`src/rtl/instruction_loader.sv`:
```
// Instruction-memory loader: takes a length-prefixed little-endian byte stream,
// writes 32-bit words to instruction memory and holds the core in reset until done.
module instruction_loader #(
  parameter int unsigned ADDR_WIDTH = 8,
  parameter int unsigned MAX_WORDS  = 256
) (
  input  logic        clk,
  input  logic        reset,
  input  logic        startLoad,
  input  logic [7:0]  byteIn,
  input  logic        byteValid,
  output logic        byteReady,
  output logic        memWrite,
  output logic [31:0] memAddress,
  output logic [31:0] memWriteData,
  output logic        coreReset,
  output logic        loadDone,
  output logic        loadError
);

  typedef enum logic [2:0] {
    IDLE   = 3'd0,
    LEN_LO = 3'd1,
    LEN_HI = 3'd2,
    DATA   = 3'd3,
    DONE   = 3'd4,
    ERROR  = 3'd5
  } state_t;

  state_t                  state_q, state_d;
  logic [15:0]             count_q, count_d;
  logic [1:0]              byte_idx_q, byte_idx_d;
  logic [ADDR_WIDTH-1:0]   word_idx_q, word_idx_d;
  logic [23:0]             asm_q, asm_d;
  logic                    byte_ready_q, byte_ready_d;
  logic                    mem_write_q, mem_write_d;
  logic [31:0]             mem_addr_q, mem_addr_d;
  logic [31:0]             mem_data_q, mem_data_d;
  logic                    core_reset_q, core_reset_d;
  logic                    load_done_q, load_done_d;
  logic                    load_error_q, load_error_d;

  logic        fire;
  logic [15:0] hdr_count;
  logic        last_word;

  assign fire      = byteValid && byte_ready_q;
  assign hdr_count = {byteIn, count_q[7:0]};
  assign last_word = (32'(word_idx_q) == (32'(count_q) - 32'd1));

  always_comb begin
    state_d    = state_q;
    count_d    = count_q;
    byte_idx_d = byte_idx_q;
    word_idx_d = word_idx_q;
    asm_d      = asm_q;
    mem_write_d = 1'b0;
    mem_addr_d  = mem_addr_q;
    mem_data_d  = mem_data_q;

    case (state_q)
      IDLE, DONE, ERROR: begin
        if (startLoad) begin
          state_d    = LEN_LO;
          count_d    = '0;
          byte_idx_d = '0;
          word_idx_d = '0;
          asm_d      = '0;
        end
      end
      LEN_LO: begin
        if (fire) begin
          count_d[7:0] = byteIn;
          state_d      = LEN_HI;
        end
      end
      LEN_HI: begin
        if (fire) begin
          count_d[15:8] = byteIn;
          byte_idx_d    = '0;
          word_idx_d    = '0;
          if (hdr_count == 16'd0 || 32'(hdr_count) > MAX_WORDS) state_d = ERROR;
          else                                                   state_d = DATA;
        end
      end
      DATA: begin
        if (fire) begin
          byte_idx_d = byte_idx_q + 2'd1;
          case (byte_idx_q)
            2'd0: asm_d[7:0]   = byteIn;
            2'd1: asm_d[15:8]  = byteIn;
            2'd2: asm_d[23:16] = byteIn;
            default: begin
              // Lane 3 goes straight into the write data, so the word is issued on this edge.
              mem_data_d  = {byteIn, asm_q};
              mem_addr_d  = 32'(word_idx_q) << 2;
              mem_write_d = 1'b1;
              word_idx_d  = word_idx_q + 1'b1;
              if (last_word) state_d = DONE;
            end
          endcase
        end
      end
      default: state_d = IDLE;
    endcase

    byte_ready_d = (state_d == LEN_LO) || (state_d == LEN_HI) || (state_d == DATA);
    // Release is delayed to the first edge spent in DONE, one cycle after the final write.
    load_done_d  = (state_q == DONE) && (state_d == DONE);
    core_reset_d = !load_done_d;
    load_error_d = (state_d == ERROR);
  end

  always_ff @(posedge clk or posedge reset) begin
    if (reset) begin
      state_q      <= IDLE;
      count_q      <= '0;
      byte_idx_q   <= '0;
      word_idx_q   <= '0;
      asm_q        <= '0;
      byte_ready_q <= 1'b0;
      mem_write_q  <= 1'b0;
      mem_addr_q   <= '0;
      mem_data_q   <= '0;
      core_reset_q <= 1'b1;
      load_done_q  <= 1'b0;
      load_error_q <= 1'b0;
    end else begin
      state_q      <= state_d;
      count_q      <= count_d;
      byte_idx_q   <= byte_idx_d;
      word_idx_q   <= word_idx_d;
      asm_q        <= asm_d;
      byte_ready_q <= byte_ready_d;
      mem_write_q  <= mem_write_d;
      mem_addr_q   <= mem_addr_d;
      mem_data_q   <= mem_data_d;
      core_reset_q <= core_reset_d;
      load_done_q  <= load_done_d;
      load_error_q <= load_error_d;
    end
  end

  assign byteReady    = byte_ready_q;
  assign memWrite     = mem_write_q;
  assign memAddress   = mem_addr_q;
  assign memWriteData = mem_data_q;
  assign coreReset    = core_reset_q;
  assign loadDone     = load_done_q;
  assign loadError    = load_error_q;

endmodule

```
`config.mk`:
```
export PLATFORM = sky130hd
export DESIGN_NAME = instruction_loader
export DESIGN_NICKNAME = d
export VERILOG_FILES = /design/src/rtl/instruction_loader.sv
export SDC_FILE = /design/constraint.sdc
export NUM_CORES = 1
export LEC_CHECK = 0
export CORE_MARGIN = 4
export CORE_UTILIZATION = 57
export DETAILED_ROUTE_END_ITERATION = 10
export GPL_TIMING_DRIVEN = 0
export PLACE_DENSITY = 0.95
export SLEW_MARGIN = 25
export SYNTH_ARGS = -nofsm -noshare
export SYNTH_HDL_FRONTEND = slang
export SYNTH_SLANG_ARGS = --single-unit
```
`constraint.sdc`:
```
create_clock -name clk -period 6.9 [get_ports clk]
set_clock_uncertainty 0.1 [all_clocks]
set_input_delay 1.725 -clock clk [delete_from_list [all_inputs] [get_ports clk]]
set_output_delay 1.725 -clock clk [all_outputs]
set_load 0.05 [all_outputs]
```
Yosys cells after proc, flatten, opt, wreduce, memory -nomap -nowiden. Cells that the tools add are included.

Flip-flop bits (word level): 98. Bits of input ports: 12. Output and inout port bits: 69.

Add/subtract/negate cells: 3. Order comparisons: 1. Equal/unequal tests: 21. Mux-type cells: 30. Bitwise operators: 1. Reductions and logical operators: 23.

Operators by type and width (count): $mux 8 (8); $mux 24 (2); $pmux 24 s2 (1); $eq 8x32->1 (1); $pmux 8 s2 (2); $pmux 8 s3 (1); $mux 3 (7); $sub 16x1->17 const B (1); $gt 16x9->1 const B (1); $logic_not 16->1 (1); $mux 16 (1); $ne 2x2->1 const B (8); $reduce_and 4->1 (4); $eq 3x2->1 const B (4); $eq 3x3->1 const B (4); $pmux 3 s4 (1); $reduce_and 3->1 (3); $add 8x1->8 const B (1); $eq 3x1->1 const B (2); $mux 2 (3); $pmux 2 s3 (1); $reduce_bool 2->1 (3); $reduce_or 3->1 (2); $reduce_and 5->1 (1); other kinds (11) (16).

Logic depth before layout (Yosys ltp).
Depth after elaboration: 9. Mapped depth: 8.

Worst setup path before layout. OpenSTA, ideal clock, no wires.

Path type: input to register. From: input port byteValid. To: register mem_data_q[31], in the netlist memWriteData[31]. Library setup time: 125 ps. Arrival: 3010 ps. Data required time: 6675 ps. Path slack: 3666 ps. Cell stages on the path: 8. Buffers on the path: 3. Path through: and2_1 > clkbuf_1 > and3_1 > buf_4 > nand2_4 > inv_4 > buf_6 > mux2_2.

Word-level cells in the longest chain between the ends: 2.

RTL lines: from (decl) (line 11) `input logic byteValid,`; $logic_and 1x1->1 (line 47) `assign fire = byteValid && byte_ready_q;`; $reduce_and 3->1 (no source line); to (signal assigned) (line 137) `mem_data_q <= mem_data_d;`; to (decl) (line 38) `logic [31:0] mem_data_q, mem_data_d;`.

No other way between the ends. A chain may end at the register's enable or synchronous reset.

Final worst setup path.
From: input port byteValid. To: register mem_data_q[17], in the netlist memWriteData[17].

The elaborated chain is that of the path after synthesis.

==> qor.txt <==
Ys flop type - dfrtp_1
GP Congestion - 0.869
Hold Buf Count CTS - 0
Post CTS Setup Buffer Count - 0
Final WS setup - 3.22 ns
CTS tree - done
Port buffer count - 56
Fin. max-slew vios - 0
Clock latency on the worst-skew pair - 0.37 ns
Yosys top cell area share - 52.3%
Core ar. - 7810 µm²
Most common cell after layout, fill and taps aside - dfrtp_1
Cell Area, Synth - 4640 µm²
# IOs - 81
Clock root buffer master - clkbuf_8
CTS max path bufs - 2
Final TNS setup - 0 ns
Synth-to-layout area growth - 21.6%
Initial Utilization - 59.4%
Part of the power in registers - 40.5%
Worst Path Required - 7.05 ns
Worst-path fanout max - 10
# DRC - 0
Worst VDD drop - 0.000256 V
Number of diodes - 0
YS warnings - 0
All-Layer GR Usage - 23.4%
Hold path depth - 2
H-tree lvl count - 3
Final hold violations - 0
Post-synthesis sequential element count - 98
RSZ-0062 raised after global routing - no
Worst-margin pin slew - 0.668 ns
CTS Buf Count - 9
Max Clock Freq - 271 MHz
Mean Syn Cell Area - 10.7 µm²
Slew margin rel. - 55.1%
Final period demand of the worst path - 3.69 ns
Sw Pwr - 856 µW
Seq/Total Area, Yosys - 52.9%
Post-synth cell types - 56
Share of cells above drive strength 1 - 19.8%
DR pass1 iterations - 5
Synth area leader - dfrtp_1
Max Cap Violations - 0
Initial antenna violation count - 0
Pre-CTS setup slack - 2.85 ns
Status - finished clean
Clock power frac - 18.0%
Switching part of the total power - 42.6%
Kind of end point of the critical path - flip-flop
Pwr per Cell Area - 356 nW/µm²
First-pass GRT wire length - 18000 µm
CTS sink cnt - 98
Cells after synthesis - 433
Die Width - 98.2 µm
HP Class - flip-flop to flip-flop
Drt via density - 5.65
Cts repair resizes - 0
Rows - 32
Ranking of synthesized cells by area - dfrtp_1, mux2_2, nand2_1
DP HPWL - 8150 µm
Leakage - 0.00265 µW
Maximum number of pins on one net before global-route repair - 69
Setup crit start kind - input pin
Final Cycle Share - 53.4%
Chip height - 98.2 µm
Post-synth ARST share - 100%
# setup viols final - 0
Hold path endpoint - asm_q[15]$_DFFE_PP0P_
Drt wl/cell - 17.2 µm
Reg2reg end - byteReady$_DFF_PP0_
R2r setup slk - 4.50 ns
Via count - 3568
EDFF count, synth - 0
Clk slew on worst S/H paths - 0.10 ns
Starting DRT DRC Count - 272
DRT Wirelength - 10900 µm
Die area - 9650 µm²
Commonest cells after routing, fill and taps aside - dfrtp_1, nand2_1, clkdlybuf4s50_1
Comb pwr share - 41.5%
Reg-to-Reg Start - count_q[0]$_DFFE_PP0P_
Vias in the first global route - 3676
Total gr overflow - 0
WP data arrival - 3.84 ns
Worst Reg-to-Reg Cells - 8
Nets - 542
Final ANT Viol Nets - 0
Crit Path Category - input pin to flip-flop
Power Internal - 1150 µW
Hold Startpoint - asm_q[15]$_DFFE_PP0P_
[layer usage]
metal  part of all wire (%)  global-route usage [%]  vias up
met2                     50                    40.1      173
li1                       -                       -     1632
met3                    8.1                    5.86       34
met5                      0                       0        -
met1                     39                    28.7     1729
met4                    2.6                    8.72        0
[per-stage QoR]
stage                     hold slack, ns  instance area (µm²)  total power, µW  instances  utilization (%)
after floorplan                    0.344                 4730             1390        456                -
after global routing               0.424                 5640             2120        631             72.3
final                              0.390                 5640             2010        631             72.3
after global placement             0.361                 5420             1580        614             69.4
after detailed placement           0.371                 5450             1630        615             69.8
after CTS                          0.395                 5640             2000        631             72.3
[cell usage after synthesis, types with 2 or more instances]
library cell / number
a21oi_2: 3
and2b_1: 2
a21oi_1: 2
o211ai_1: 3
o21ai_0: 47
buf_6: 3
a211o_1: 2
inv_1: 15
ha_1: 6
nor3_1: 6
buf_4: 25
buf_2: 5
dfrtp_1: 97
clkbuf_1: 8
a31oi_1: 2
nand2_1: 65
nor2b_1: 3
nor2_1: 16
a211oi_1: 2
nor4_1: 4
xnor2_1: 8
nand2b_1: 4
and2_1: 3
xor2_1: 9
nand3_1: 12
nand4_1: 7
mux2_2: 39
and3_1: 5
a21o_1: 2
o31ai_1: 2
[power groups by stage]
stage,Clock (µW),Sequential [µW],Combinational [µW]
after floorplan,0,904,489
after global placement,0,808,770
after detailed placement,0,820,814
after CTS,365,811,821
after global routing,391,830,903
final,362,813,834
[worst max-delay path by stage]
stage | endpoint | start | cells after the start | slack [ns]
after CTS | memWriteData[17]$_DFFE_PP0P_ | byteValid | 9 | 3.23
after global placement | count_q[3]$_DFFE_PP0P_ | reset | 2 | 1.36
final | memWriteData[17]$_DFFE_PP0P_ | byteValid | 9 | 3.22
after floorplan | asm_q[0]$_DFFE_PP0P_ | reset | 1 | 2.51
after global routing | memWriteData[17]$_DFFE_PP0P_ | byteValid | 9 | 3.10
after detailed placement | memWriteData[22]$_DFFE_PP0P_ | byteValid | 9 | 2.85
[layout make-up]
cell class / instances / area [µm²]
Sequential cell: 98 / 2450
Fill cell: 538 / 2160
Multi-Input combinational cell: 301 / 1930
Timing Repair Buffer: 57 / 588
Buffer: 41 / 277
Clock buffer: 11 / 151
Tap cell: 102 / 128
Inverter: 16 / 67.6
Clock inverter: 5 / 45.0
[logic make-up (layout without fill, tap and decap cells)]
group                      Yosys count  count (layout)  share of synthesized area [%]
xor gates and xnor gates            17              17                           3.21
muxes                               40              40                           9.68
and+or+nand+nor                    140             140                           15.3
DFF                                 98              98                           52.9
AOI/OAI and AO/OA                   74              74                           9.98
other                                1              24                         0.0808
buffers and inverters               57             130                           7.31
adders and majority gates            6               6                           1.62
[critical path: stages]
cell,delay (ns)
clkdlybuf4s50_1,0.52
and2_1,0.14
clkbuf_1,0.26
and3_1,0.21
buf_4,0.17
nand2_4,0.12
inv_4,0.16
buf_6,0.18
mux2_2,0.35
[sequential cells by signal, summed over array words and instances (netlist names), 2 cells and up]
name,flops
asm_q,24
byte_idx_q,2
count_q,16
memAddress,8
memWriteData,32
state_q,3
word_idx_q,8
Power figures use the tool's default switching activity.
